## src/rtl/bnn_infer_ctrl.sv

```systemverilog
// Sequencer in front of the combinational BNN_network: streams the image into
// the network input register, waits for the datapath to settle, then hands out the class.
module bnn_infer_ctrl #(
    parameter int  IMG_SIZE      = 30,
    parameter int  IN_WIDTH      = 8,
    parameter int  NUM_CLASS     = 10,
    parameter int  SETTLE_CYCLES = 4,
    localparam int IMG_BITS      = IMG_SIZE * IMG_SIZE,
    localparam int CLS_W         = $clog2(NUM_CLASS),
    localparam int NUM_BEATS     = (IMG_BITS + IN_WIDTH - 1) / IN_WIDTH
) (
    input  logic                clk_i,
    input  logic                rst_i,
    input  logic                flush_i,
    input  logic [IN_WIDTH-1:0] in_data_i,
    input  logic                in_valid_i,
    output logic                in_ready_o,
    output logic [IMG_BITS-1:0] img_out_o,
    input  logic [CLS_W-1:0]    net_class_i,
    output logic [CLS_W-1:0]    class_out_o,
    output logic                class_err_o,
    output logic                class_valid_o,
    input  logic                class_ready_i,
    output logic                busy_o,
    output logic [7:0]          infer_cnt_o
);

    // state  | meaning
    // LOAD   | accepting image beats into the image register
    // SETTLE | image stable, counting down while the network resolves
    // RESULT | class index held until the consumer takes it
    typedef enum logic [1:0] {
        S_LOAD,
        S_SETTLE,
        S_RESULT
    } state_t;

    localparam int                 BEAT_W      = (NUM_BEATS > 1) ? $clog2(NUM_BEATS) : 1;
    localparam logic [BEAT_W-1:0]  LAST_BEAT   = BEAT_W'(NUM_BEATS - 1);
    localparam logic [7:0]         SETTLE_INIT = 8'(SETTLE_CYCLES - 1);
    localparam logic [CLS_W:0]     CLASS_LIM   = (CLS_W + 1)'(NUM_CLASS);

    state_t              state_q;
    logic [BEAT_W-1:0]   beat_cnt_q;
    logic [7:0]          settle_cnt_q;
    logic [IMG_BITS-1:0] img_q;
    logic [IMG_BITS-1:0] img_d;
    logic [CLS_W-1:0]    class_q;
    logic                class_err_q;
    logic [7:0]          infer_cnt_q;

    // Bits past IMG_BITS in the final beat simply have no destination.
    always_comb begin
        img_d = img_q;
        for (int k = 0; k < IMG_BITS; k++) begin
            if (beat_cnt_q == BEAT_W'(k / IN_WIDTH)) begin
                img_d[k] = in_data_i[k % IN_WIDTH];
            end
        end
    end

    always_ff @(posedge clk_i) begin
        if (rst_i) begin
            state_q      <= S_LOAD;
            beat_cnt_q   <= '0;
            settle_cnt_q <= '0;
            img_q        <= '0;
            class_q      <= '0;
            class_err_q  <= 1'b0;
            infer_cnt_q  <= '0;
        end else if (flush_i) begin
            state_q      <= S_LOAD;
            beat_cnt_q   <= '0;
            settle_cnt_q <= '0;
        end else begin
            case (state_q)
                S_LOAD: begin
                    if (in_valid_i) begin
                        img_q <= img_d;
                        if (beat_cnt_q == LAST_BEAT) begin
                            beat_cnt_q   <= '0;
                            settle_cnt_q <= SETTLE_INIT;
                            state_q      <= S_SETTLE;
                        end else begin
                            beat_cnt_q <= beat_cnt_q + 1'b1;
                        end
                    end
                end
                S_SETTLE: begin
                    if (settle_cnt_q != '0) begin
                        settle_cnt_q <= settle_cnt_q - 1'b1;
                    end else begin
                        class_q     <= net_class_i;
                        class_err_q <= ({1'b0, net_class_i} >= CLASS_LIM);
                        infer_cnt_q <= infer_cnt_q + 8'd1;
                        state_q     <= S_RESULT;
                    end
                end
                S_RESULT: begin
                    if (class_ready_i) begin
                        state_q <= S_LOAD;
                    end
                end
                default: state_q <= S_LOAD;
            endcase
        end
    end

    assign in_ready_o    = (state_q == S_LOAD);
    assign busy_o        = (state_q == S_SETTLE) || (state_q == S_RESULT);
    assign class_valid_o = (state_q == S_RESULT);
    assign img_out_o     = img_q;
    assign class_out_o   = class_q;
    assign class_err_o   = class_err_q;
    assign infer_cnt_o   = infer_cnt_q;

endmodule

```

## config.mk

```make
export PLATFORM = sky130hd
export DESIGN_NAME = bnn_infer_ctrl
export DESIGN_NICKNAME = d
export VERILOG_FILES = /design/src/rtl/bnn_infer_ctrl.sv
export SDC_FILE = /design/constraint.sdc
export NUM_CORES = 2
export LEC_CHECK = 0
export BUFFER_PORTS_ARGS = -buffer_cell sky130_fd_sc_hd__buf_4
export CORE_AREA = 2 2 366 368
export CTS_BUF_LIST = sky130_fd_sc_hd__clkbuf_8
export CTS_CLUSTER_DIAMETER = 60
export DETAILED_ROUTE_END_ITERATION = 16
export DIE_AREA = 0 0 368 370
export GPL_TIMING_DRIVEN = 0
export HOLD_SLACK_MARGIN = 0.1
export RECOVER_POWER = 100
export SLEW_MARGIN = 20
export SYNTH_ARGS = -nofsm -noshare
export SYNTH_HDL_FRONTEND = slang
export SYNTH_SLANG_ARGS = --single-unit
```

## constraint.sdc

```tcl
create_clock -name clk_i -period 5.9 [get_ports clk_i]
set_input_delay 0 -clock clk_i [delete_from_list [all_inputs] [get_ports clk_i]]
set_output_delay 0 -clock clk_i [all_outputs]
set_load 0.05 [all_outputs]
```

# Yosys cells after proc, flatten, opt, wreduce, memory -nomap -nowiden
# Index checks and enable logic that the tools add are counted.
# classes
n_addsub	3
muxes	10
order_cmp	1
eq_ne	119
reduce_logical	123
bitwise_logic	2
# ops
operator	count
4-bit AND reduction	115
7-bit == test (second input constant)	49
7-bit by 6-bit == test with 1-bit output (second input constant)	32
7-bit by 5-bit == test with 1-bit output (second input constant)	16
7-bit by 4-bit == test with 1-bit output (second input constant)	8
7-bit by 3-bit == test with 1-bit output (second input constant)	4
8-bit 2-to-1 mux	3
8-bit case mux with 2 select lines	1
7-bit by 2-bit == test with 1-bit output (second input constant)	2
8-bit by 1-bit adder with 8-bit output (second input constant)	1
2-bit 2-to-1 mux	4
8-bit nonzero test	1
8-bit by 1-bit subtractor with 8-bit output (second input constant)	1
7-bit by 1-bit adder with 7-bit output (second input constant)	1
7-bit by 1-bit == test with 1-bit output (second input constant)	1
7-bit logical NOT	1
7-bit 2-to-1 mux	1
2-bit inequality test (second input constant)	3
2-bit case mux with 3 select lines	1
4-bit greater-or-equal comparator (second input constant)	1
2-bit by 1-bit inequality test with 1-bit output (second input constant)	2
3-bit AND reduction	1
2-bit by 1-bit == test with 1-bit output (second input constant)	1
2-bit == test (second input constant)	1
other kinds (6)	7
# word_totals
word_cells	377
out_inout_bits	916
register_bits	930
input_bits	17

# Logic depth before layout (Yosys ltp)
# depth
depth_word	4
depth_mapped	9
mapped_depth_nobuf	6

# Least setup slack after synthesis
# Ideal clock, no wire load.
# synth_path
kind	reg2reg
start	register state_q[1]
end	register settle_cnt_q[5]
arrival_ns	2.494
synth_period_minus_slack_ns	2.565
required_ns	5.829
setup_ns	0.071
setup_slack_ns	3.335
path_buffers	2
path_stages_with_launch	9
cell_sequence	dfxtp_1 > inv_1 > ha_1 > buf_2 > nand2_1 > o32a_1 > clkbuf_1 > or4_1 > a21oi_1
# synth_between
elab_chain_len	3
elab_cells_between_ends	8
cone_classes	eq/ne: 4; mux: 1; reduce/logical: 3
# synth_lines
item	line_no	text
start, declared	43	state_t state_q;
start signal, assigned	64	state_q <= S_LOAD;
start signal, assigned	72	state_q <= S_LOAD;
start signal, assigned	83	state_q <= S_SETTLE;
2-bit logical NOT *	n/a	
named net in_ready_o	17	output logic in_ready_o,
2-bit by 1-bit inequality test with 1-bit output (no source line), or another cell as far along	n/a	
4-bit AND reduction (no source line)	n/a	
end signal, assigned	91	settle_cnt_q <= settle_cnt_q - 1'b1;
end, declared	45	logic [7:0] settle_cnt_q;
# Mark *: on every way through the listed nets, which the timed path passes. The rest lies on a longest branch.
# A chain may end at the register's enable or synchronous reset.

# Final worst setup path
# layout_path
start	register beat_cnt_q[5]
end	register img_q[511], in the netlist img_out_o[511]
# layout_between
elab_chain_len	2
# layout_lines
item	line_no	text
start, declared	44	logic [BEAT_W-1:0] beat_cnt_q;
start signal, assigned	85	beat_cnt_q <= beat_cnt_q + 1'b1;
7-bit by 6-bit == test with 1-bit output	56	if (beat_cnt_q == BEAT_W'(k / IN_WIDTH)) begin
4-bit AND reduction (no source line)	n/a	
end signal, assigned	79	img_q <= img_d;
end, declared	46	logic [IMG_BITS-1:0] img_q;
# Every way passes these cells.

==> reports/qor.txt <==
outcome: finished, final reports clean
Worst Path Max Fanout: 10
Port Buffers: 931
proportion of layout cells with a drive suffix above 1: 0.0696
number of max-slew violations in the final report: 0
most used cells in the layout excluding fill and tap cells: 1366 x nand2_1, 1162 x clkbuf_1, 930 x dfxtp_1
nets in the synthesized netlist: 4116
detailed placer's ending HPWL: 142 mm
critical-path cell list: clkbuf_1, and4b_1, clkbuf_2, clkbuf_1, clkbuf_1, nand3_1, nand2_1, a21oi_1
total count of hold-check failures in the final report: 0
number of top-level pins: 933
vias per inst: 4.93
area enclosed by the die boundary: 136000 um2
main flop type after synthesis: dfxtp_1
worst r2r dst: img_out_o[511]$_SDFFE_PP0P_
upper clock frequency limit: 212 MHz
Final period util: 0.801
register bit total from synthesis: 930
P per Cell Area: 303 nW/um2
total global routing track utilization: 0.263
Total Nets Final: 5272
worst min-delay path category: in2reg
CTS Root Buffer Type: clkbuf_8
total clock buffers created by CTS: 165
vertical extent of the die: 370 um
slack of the worst reg-to-reg path: 1.18 ns
final routed wirelength across all metal layers: 188 mm
post-synthesis sequential area ratio: 0.558
Max-cap violations: 0
cell area after synthesis: 33300 um2
critical path class: reg2reg
count of flip-flops with a built-in enable after synthesis: 0
required arrival time at the worst endpoint: 6.62 ns
top cells by area in the synthesized netlist: dfxtp_1 56%, nand2_1 15%, a21oi_1 10%, nand3b_1 5.2%, o21ai_0 3.4%
critical path depth in cells: 8
placeable core region: 132000 um2
slew margin rel.: 0.0362
routed via count: 35300
worst hold start: in_data_i[7]
Max Root-Sink Buffers: 3
kind of cell with the highest combined delay on the critical path: buffers and inverters
cell type of the slowest stage on the worst timing path: clkbuf_1
gate count after technology mapping: 4089
level count of the clock H-tree: 4
DRC violations left: 0
Clock transition at path regs: 0.07 ns
first-pass GRT wire length: 254 mm
Critical Path Start Type: flop
P&R area growth vs syn: 30.3%
number of clock sinks: 930
Mean Syn Cell Area: 8.15 um2
count of different cell masters after synthesis: 47
aggregate negative setup slack: 0 ns
crit end category: flop
fraction of registers with async set or reset after synthesis: 0
most common library cell in the layout ignoring fill and taps: nand2_1
worst-case clock skew: 0.0599 ns
worst-case vdd ir drop: 0.220 mV
unrepaired setup endpoints after global routing: false
delay of the slowest cell on the worst path: 1.11 ns
clock tree from TritonCTS: done
Hold Path Cell Cnt: 5
effective utilization at floorplan: 0.252
most common cell type on the critical path: clkbuf_1
FF-to-FF Start: beat_cnt_q[5]$_SDFFE_PP0P_
pin count of the biggest net entering global routing: 17
destination of the worst hold path: img_out_o[495]$_SDFFE_PP0P_
area fraction of the dominant cell type after synthesis: 0.558
static power due to leakage: 13.7 nW
setup slack after placement: 1.71 ns
synthesis warning total: 0
worst reg-to-reg path cell count: 8
library cell occupying the most area in the post-synthesis netlist: dfxtp_1
number of nets with antenna violations after detailed routing: 0
buffer and inverter count on the worst path: 4
data arrival at the endpoint of the critical path: 5.45 ns
overall overflow remaining after global route: 0
Avg WL per Cell: 26.3 um
Final Critical Period: 4.72 ns
final setup slack of the worst path: 1.18 ns
initial antenna violation count: 12
Initial DRC Count: 3366
via count of the first global-routing pass: 32800
Clock Latency Late Sink: 0.94 ns
DRT Pass-1 Iters: 6
actual transition at the worst max-transition pin: 1.45 ns
DIE WIDTH: 368 um
Final Setup Violations: 0
Cell Rows: 134
final weighted congestion in routability-driven placement: 0.887
-- through the flow --
stage / std cells / hold slack, ns / utilization / instance area (um2) / power, mW
CTS: 7142 / 0.196 / 0.354 / 46900 / 13.3
floorplan: 4089 / 0.136 / - / 33300 / 6.64
finish: 7149 / 0.297 / 0.328 / 43400 / 13.2
detailed placement: 6813 / 0.272 / 0.325 / 43100 / 6.91
global route: 7146 / 0.240 / 0.328 / 43400 / 13.5
global placement: 6788 / 0.263 / 0.321 / 42500 / 6.90
-- final cells by class --
class / count / area, um2
fill: 14900 / 89000
sequential: 930 / 18600
multi-input combinational: 2853 / 13800
timing repair buffer: 989 / 4160
clock buffer: 203 / 2790
tap: 1768 / 2210
buffer: 297 / 1160
clock inverter: 94 / 686
inverter: 9 / 33.8
antenna: 6 / 15.0
-- kinds of logic (layout without fill, tap and decap cells) --
family | Yosys count | count (layout) | synth area share
compound gates | 940 | 940 | 0.143
xor+xnor | 8 | 8 | 0.00210
fa+ha+maj | 10 | 10 | 0.00375
buf+inv | 306 | 1592 | 0.0353
flops | 930 | 930 | 0.558
mux | 4 | 4 | 0.00120
other cells | 0 | 6 | 0
simple gates | 1891 | 1891 | 0.256
-- Yosys cell counts (all sizes together), types with 5 or more instances --
cell / number
clkbuf: 251
xor2: 5
nor3: 82
ha: 10
and3b: 8
nand2b: 10
or4: 10
a21oi: 692
and3: 12
o31ai: 10
dfxtp: 930
o21ai: 228
nand3b: 233
buf: 46
nand2: 1366
nand3: 123
nor3b: 5
inv: 9
nor2: 17
or3: 5
-- worst reg2reg max path, stage by stage (launching register included) --
cell and delay (ns):
dfxtp_1 0.31, clkbuf_1 0.33, and4b_1 0.25, clkbuf_2 0.46
clkbuf_1 1.12, clkbuf_1 1.00, nand3_1 0.72, nand2_1 0.24
a21oi_1 0.09
-- state kept, by name (all words and copies together), names as in the netlist --
register	flops
state_q	2
class_out_o	4
beat_cnt_q	7
infer_cnt_o	8
settle_cnt_q	8
class_err_o	1
img_out_o	900
-- worst max-delay path by stage --
| stage | startpoint | end | slack, ns |
|---|---|---|---|
| after floorplan | state_q[1]$_SDFFE_PP0P_ | settle_cnt_q[5]$_SDFFE_PP0P_ | 3.34 |
| after global placement | beat_cnt_q[0]$_SDFFE_PP0P_ | img_out_o[527]$_SDFFE_PP0P_ | 0.33 |
| after detailed placement | beat_cnt_q[5]$_SDFFE_PP0P_ | img_out_o[506]$_SDFFE_PP0P_ | 1.71 |
| after CTS | beat_cnt_q[5]$_SDFFE_PP0P_ | img_out_o[511]$_SDFFE_PP0P_ | 1.63 |
| after global routing | beat_cnt_q[5]$_SDFFE_PP0P_ | img_out_o[511]$_SDFFE_PP0P_ | 1.03 |
| final | beat_cnt_q[5]$_SDFFE_PP0P_ | img_out_o[511]$_SDFFE_PP0P_ | 1.18 |
-- repair_timing --
| item | CTS | global route |
|---|---|---|
| hold buffers | 32 | 0 |
| endpoints found under the hold margin | 390 | 0 |
| gates resized for setup | 0 | 0 |
| buffers inserted | 0 | 0 |
| setup endpoints to repair | 0 | 0 |
-- power breakdown --
| group | total [mW] | switching [mW] | internal [mW] |
|---|---|---|---|
| logic | 0.500 | 0.405 | 0.0951 |
| registers | 6.29 | 0.00276 | 6.28 |
| clock network | 6.37 | 2.96 | 3.41 |
-- per-layer routing --
layer,up-vias,share of wire,wire [um],track usage
met5,-,0.00012,22,0
met4,4,0.047,8830,0.113
met3,387,0.10,19000,0.0908
met2,1814,0.46,86300,0.429
met1,17000,0.39,73600,0.313
li1,16100,-,-,-
Power figures use the tool's default switching activity.
